[config.mk]
export PLATFORM = sky130hd
export DESIGN_NAME = hazard_ctrl
export DESIGN_NICKNAME = d
export VERILOG_FILES = /design/src/rtl/hazard_pkg.sv /design/src/rtl/hazard_ctrl_md_busy_counter.sv /design/src/rtl/hazard_ctrl.sv
export SDC_FILE = /design/constraint.sdc
export NUM_CORES = 1
export LEC_CHECK = 0
export ABC_AREA = 1
export BUFFER_PORTS_ARGS = -buffer_cell sky130_fd_sc_hd__buf_4
export CAP_MARGIN = 20
export CORE_AREA = 2 2 146 148
export DETAILED_ROUTE_END_ITERATION = 10
export DIE_AREA = 0 0 148 150
export PLACE_DENSITY = 0.59
export SYNTH_ARGS = -nofsm -noshare
export SYNTH_HDL_FRONTEND = slang
export SYNTH_SLANG_ARGS = --single-unit
[constraint.sdc]
create_clock -name clk -period 1.9 [get_ports clk]
set_clock_uncertainty 0.15 [all_clocks]
set_input_delay 0 -clock clk [delete_from_list [all_inputs] [get_ports clk]]
set_output_delay 0 -clock clk [all_outputs]
set_load 0.03 [all_outputs]
[src/rtl/hazard_pkg.sv]
// Shared hazard-unit types: stage tracking record, bubble
// constants and the saturating Tnew step.
package hazard_pkg;

  localparam int HZ_AW = 5;
  localparam int HZ_TW = 2;

  localparam logic [HZ_TW-1:0] TUSE_NONE = '1;
  localparam logic [HZ_AW-1:0] BUBBLE_A  = '0;
  localparam logic [HZ_TW-1:0] BUBBLE_T  = '0;

  typedef struct packed {
    logic [HZ_AW-1:0] a3;
    logic [HZ_TW-1:0] tnew;
  } stage_t;

  localparam stage_t BUBBLE = '{a3: BUBBLE_A, tnew: BUBBLE_T};

  function automatic logic [HZ_TW-1:0] sat_dec(
    input logic [HZ_TW-1:0] t
  );
    return (t == '0) ? '0 : t - HZ_TW'(1);
  endfunction

endpackage

[src/rtl/hazard_ctrl_md_busy_counter.sv]
// Mult/div occupancy counter: loads on start, counts down
// to zero, busy while nonzero.
module md_busy_counter #(
  parameter int MULT_CYCLES = 5,
  parameter int DIV_CYCLES  = 10
) (
  input  logic clk,
  input  logic reset,
  input  logic start,
  input  logic is_div,
  output logic busy
);

  localparam int MAXC = (DIV_CYCLES > MULT_CYCLES) ?
                        DIV_CYCLES : MULT_CYCLES;
  localparam int CW   = $clog2(MAXC + 1);

  logic [CW-1:0] cnt_q, cnt_d;

  // A start while busy simply reloads.
  always_comb begin
    cnt_d = cnt_q;
    if (start)
      cnt_d = is_div ? CW'(DIV_CYCLES) : CW'(MULT_CYCLES);
    else if (cnt_q != '0)
      cnt_d = cnt_q - CW'(1);
  end

  always_ff @(posedge clk) begin
    if (!reset) cnt_q <= '0;
    else        cnt_q <= cnt_d;
  end

  assign busy = (cnt_q != '0);

endmodule

[src/rtl/hazard_ctrl.sv]
// Hazard unit: tracks E/M/W producers, derives D-stage stall
// and D/E operand forwarding, plus mult/div busy stalling.
module hazard_ctrl
  import hazard_pkg::*;
#(
  parameter int DW          = 32,
  parameter int AW          = HZ_AW,
  parameter int TW          = HZ_TW,
  parameter int MULT_CYCLES = 5,
  parameter int DIV_CYCLES  = 10
) (
  input  logic          clk,
  input  logic          reset,
  input  logic [AW-1:0] D_A1,
  input  logic [AW-1:0] D_A2,
  input  logic [TW-1:0] D_Tuse1,
  input  logic [TW-1:0] D_Tuse2,
  input  logic [AW-1:0] D_A3,
  input  logic [TW-1:0] D_Tnew,
  input  logic          D_MD,
  input  logic [DW-1:0] D_RD1,
  input  logic [DW-1:0] D_RD2,
  input  logic [DW-1:0] E_RD1,
  input  logic [DW-1:0] E_RD2,
  input  logic          E_start,
  input  logic          E_is_div,
  input  logic [DW-1:0] Data_E,
  input  logic [DW-1:0] Data_M,
  input  logic [DW-1:0] Data_W,
  output logic          stall,
  output logic          md_busy,
  output logic [DW-1:0] RD1_D_final,
  output logic [DW-1:0] RD2_D_final,
  output logic [DW-1:0] RD1_E_final,
  output logic [DW-1:0] RD2_E_final
);

  stage_t        e_q, e_d, m_q, m_d;
  logic [AW-1:0] e_a1_q, e_a1_d, e_a2_q, e_a2_d;
  logic [AW-1:0] w_a3_q, w_a3_d;
  logic          e_u1_q, e_u1_d, e_u2_q, e_u2_d;
  logic          stall1, stall2, md_stall;

  function automatic logic hit(
    input logic [AW-1:0] a,
    input logic [AW-1:0] dst
  );
    return (a != '0) && (a == dst);
  endfunction

  // Younger producer (E) decides whenever it matches.
  function automatic logic src_stall(
    input logic [AW-1:0] a,
    input logic [TW-1:0] tuse,
    input stage_t        e,
    input stage_t        m
  );
    if (tuse == TUSE_NONE) return 1'b0;
    if (hit(a, e.a3))      return e.tnew > tuse;
    return hit(a, m.a3) && (m.tnew > tuse);
  endfunction

  function automatic logic [DW-1:0] fwd(
    input logic          he,
    input logic          hm,
    input logic          hw,
    input logic [DW-1:0] de,
    input logic [DW-1:0] dm,
    input logic [DW-1:0] dw,
    input logic [DW-1:0] dr
  );
    if (he) return de;
    if (hm) return dm;
    if (hw) return dw;
    return dr;
  endfunction

  md_busy_counter #(
    .MULT_CYCLES (MULT_CYCLES),
    .DIV_CYCLES  (DIV_CYCLES)
  ) u_md (
    .clk    (clk),
    .reset  (reset),
    .start  (E_start),
    .is_div (E_is_div),
    .busy   (md_busy)
  );

  assign stall1   = src_stall(D_A1, D_Tuse1, e_q, m_q);
  assign stall2   = src_stall(D_A2, D_Tuse2, e_q, m_q);
  assign md_stall = D_MD && (md_busy || E_start);
  assign stall    = stall1 || stall2 || md_stall;

  assign RD1_D_final = fwd(
    hit(D_A1, e_q.a3) && (e_q.tnew == '0),
    hit(D_A1, m_q.a3) && (m_q.tnew == '0),
    hit(D_A1, w_a3_q),
    Data_E, Data_M, Data_W, D_RD1);

  assign RD2_D_final = fwd(
    hit(D_A2, e_q.a3) && (e_q.tnew == '0),
    hit(D_A2, m_q.a3) && (m_q.tnew == '0),
    hit(D_A2, w_a3_q),
    Data_E, Data_M, Data_W, D_RD2);

  assign RD1_E_final = fwd(
    1'b0,
    e_u1_q && hit(e_a1_q, m_q.a3) && (m_q.tnew == '0),
    e_u1_q && hit(e_a1_q, w_a3_q),
    Data_E, Data_M, Data_W, E_RD1);

  assign RD2_E_final = fwd(
    1'b0,
    e_u2_q && hit(e_a2_q, m_q.a3) && (m_q.tnew == '0),
    e_u2_q && hit(e_a2_q, w_a3_q),
    Data_E, Data_M, Data_W, E_RD2);

  always_comb begin
    e_a1_d = '0;
    e_a2_d = '0;
    e_u1_d = 1'b0;
    e_u2_d = 1'b0;
    e_d    = BUBBLE;
    if (!stall) begin
      e_a1_d = D_A1;
      e_a2_d = D_A2;
      e_u1_d = (D_Tuse1 != TUSE_NONE);
      e_u2_d = (D_Tuse2 != TUSE_NONE);
      e_d    = '{a3: D_A3, tnew: D_Tnew};
    end
    m_d    = '{a3: e_q.a3, tnew: sat_dec(e_q.tnew)};
    w_a3_d = m_q.a3;
  end

  always_ff @(posedge clk) begin
    if (!reset) begin
      e_q    <= BUBBLE;
      e_a1_q <= '0;
      e_a2_q <= '0;
      e_u1_q <= 1'b0;
      e_u2_q <= 1'b0;
      m_q    <= BUBBLE;
      w_a3_q <= '0;
    end else begin
      e_q    <= e_d;
      e_a1_q <= e_a1_d;
      e_a2_q <= e_a2_d;
      e_u1_q <= e_u1_d;
      e_u2_q <= e_u2_d;
      m_q    <= m_d;
      w_a3_q <= w_a3_d;
    end
  end

endmodule

==> flow_summary.ini <==
[status]
status = complete, but fails checks
violations = setup timing

[floorplan]
core_area_mm2 = 0.0207
fp.dieH_um = 150
start_util_pct = 29.0
fp.dieW_um = 148
io_pins = 380
die-area_mm2 = 0.0222
placementRows = 53

[yosys]
avgSynthCellArea_um2 = 5.22
syn-num-nets = 1412
yosys_warnings = 0
synth_flop_cell = dfxtp_1
ys_seq_elements = 35
synth_edf_count = 0
synth_cells = 1151
yosysSeqAreaShare_pct = 11.7
syn_area_mm2 = 0.00601
async_flop_share_pct = 0
synth.distinct_cells = 36

[setup_path]
end_kind = primary output
arrival_ns = 2.06
critPathSlowestCell = dfxtp_4
path_delay_family = simple AND/OR/NAND/NOR gates
path_buf_inv = 2
cp_cell_sequence = xnor2_2, nand2_2, nor3_4, nand2_4, clkbuf_16, nand3_2, nand3_2, nand2_2, buf_6
path_max_fanout = 6
setup.worst_path.start_class = register
critPathRequiredTime_ns = 1.75
cpPeakStageDelay_ns = 0.42
critPathKind = reg -> out

[grt]
use_met3_pct = 4.42
grt_pass1_wl_mm = 49.7
use_met1_pct = 38.4
grt_overflow = 0
busiest_layer = met2
track_usage_pct = 29.0
grt_max_degree = 43
grtUsageMet2_pct = 49.1
antenna_found_initial = 1
first_global_vias = 8494

[clock_tree]
cts.root.buffer_cell = clkbuf_16
cts_tree = built
clk_pin_slew_ns = 0.06
clockBufferDepth = 2
clkSinkCount = 35
cts_buffers = 5
cts_max_level = 2
clk_latency_ns = 0.28

[routing]
dr_total_vias = 9721
first_pass_iters = 6
wl_per_cell_um = 20.7
final_antenna_net_count = 0
viasPerCell = 5.20
drtIter0Drc = 681
drc = 0
wirelength_mm = 38.7

[layout]
final_area_mm2 = 0.0127
utilization_pct = 61.3
nets = 1853
final_common_cell = buf_4
drive_above_1_share_pct = 50.0
layout_common_cells = 317 x buf_4, 301 x nand2_1, 180 x inv_1
syn2layout_area_growth_pct = 111

[timing]
setup_viol = 128
grt_setup_unrepaired = yes
timing.final.crit_share_pct = 116
clock.fmax_ghz = 0.453
slew_violations = 0
min_period_ns = 2.21
worst_pin_slew_ns = 0.307
hold_viol = 0
worst_slack_ns = -0.309
relSlewSlack_pct = 79.0

[power_and_ir_drop]
power_density_mw_per_mm2 = 440
pwr-share-seq_pct = 15.0
combinationalPowerShare_pct = 69.8
swShare_pct = 45.3
p_int_mw = 3.05
clkPwrFrac_pct = 15.2
p_leak_nw = 6.75
irDropWorstVdd_v = 0.000581
switchingPower_mw = 2.53

[placed_design]
gp_congestion = 0.983
portBuffers = 379
dp_hpwl_mm = 26.6
detailed_place.area_mm2 = 0.00950

[run]
drv_cap = 0

[worst_hold_path]
holdCritPathClass = in -> reg
[layer usage]
layer,share of wire [%],vias to the layer above
met5,0,-
li1,-,4567
met2,48,576
met3,8.7,115
met1,39,4463
met4,3.9,0
[final timing paths]
| check | startpoint | endpoint | slack [ns] | depth (start not counted) |
|---|---|---|---|---|
| worst max-delay path | w_a3_d[2] | RD1_D_final[24] | -0.31 | 9 |
| worst min-delay path | D_MD | e_a2_q[2] | 0.10 | 5 |
| worst max register to register | e_q[3] | e_u2_q | 0.12 | 12 |
| worst min register to register | e_q[0] | m_q[0] | 0.27 | 1 |
[flip-flops by register name (all words and copies together), names as in the netlist]
name        cells
e_a1_q          5
e_a2_q          5
m_q             2
e_q             7
w_a3_d          5
w_a3_q          5
u_md.cnt_q      4
e_u1_q          1
e_u2_q          1
[power groups by stage]
stage          clock network (mW)  registers [mW]  logic (mW)
2_1_floorplan                   0           0.831        1.64
3_3_place_gp                    0           0.851        3.04
3_5_place_dp                    0           0.851        3.05
4_1_cts                     0.862           0.834        3.28
5_1_grt                     0.902           0.842        4.10
6_report                    0.851           0.836        3.90
[area by class of cell]
cell class / instances / area (µm²)
multi-input combinational: 850 / 5650
fill: 1931 / 8000
inverter: 191 / 729
sequential: 35 / 748
clock buffer: 8 / 156
timing repair buffer: 509 / 5060
antenna: 1 / 2.50
tap: 275 / 344
[tightest hold or removal path, stage by stage]
cell	delay [ns]
buf_4	0.08
nand2_1	0.10
nand4_4	0.14
buf_4	0.15
nor2_2	0.03
[timing repair]
item | in CTS | in global routing
resized for setup | 158 | 376
cloned | 5 | 23
hold buffers | 25 | 0
pin swaps | 15 | 111
endpoints found under the setup margin | 129 | 143
endpoints found under the hold margin | 34 | 0
setup buffers | 8 | 18
[logic make-up after synthesis]
logic type	count (synthesis)	synth area share [%]
flops	35	11.7
xor+xnor	35	5.10
simple gates	624	44.7
fa+ha+maj	11	2.29
compound gates	180	18.1
buf+inv	266	18.1
[synthesized netlist by cell type, types with 3 or more instances]
master / count / area share [%]
inv_2: 5 / 0.31
nand2_2: 4 / 0.42
o21ai_0: 73 / 6.1
clkbuf_1: 22 / 1.4
nand3_1: 171 / 14
o21ai_1: 30 / 2.5
ha_1: 11 / 2.3
buf_4: 8 / 1.0
o211ai_1: 64 / 8.0
xor2_1: 13 / 1.9
nand2_1: 387 / 24
nand4_1: 3 / 0.31
a21oi_1: 9 / 0.75
nor2_1: 30 / 1.9
buf_2: 40 / 3.3
nor2_2: 9 / 0.94
dfxtp_1: 35 / 12
inv_1: 186 / 12
nor3_1: 8 / 0.67
xnor2_1: 22 / 3.2
[per-stage QoR]
step | cells | hold WS, ns | setup slack, ns | TNS [ns] | power [mW]
CTS | 1831 | 0.0879 | -0.261 | -26.19 | 4.98
global route | 1869 | 0.121 | -0.393 | -40.08 | 5.84
detailed placement | 1786 | 0.0720 | -0.163 | -5.08 | 3.90
floorplan | 1151 | -0.0379 | -0.148 | -6.12 | 2.48
finish | 1869 | 0.101 | -0.309 | -29.58 | 5.58
global placement | 1786 | 0.0675 | -0.152 | -4.08 | 3.89
No activity file was read; power rests on OpenSTA's default activity.
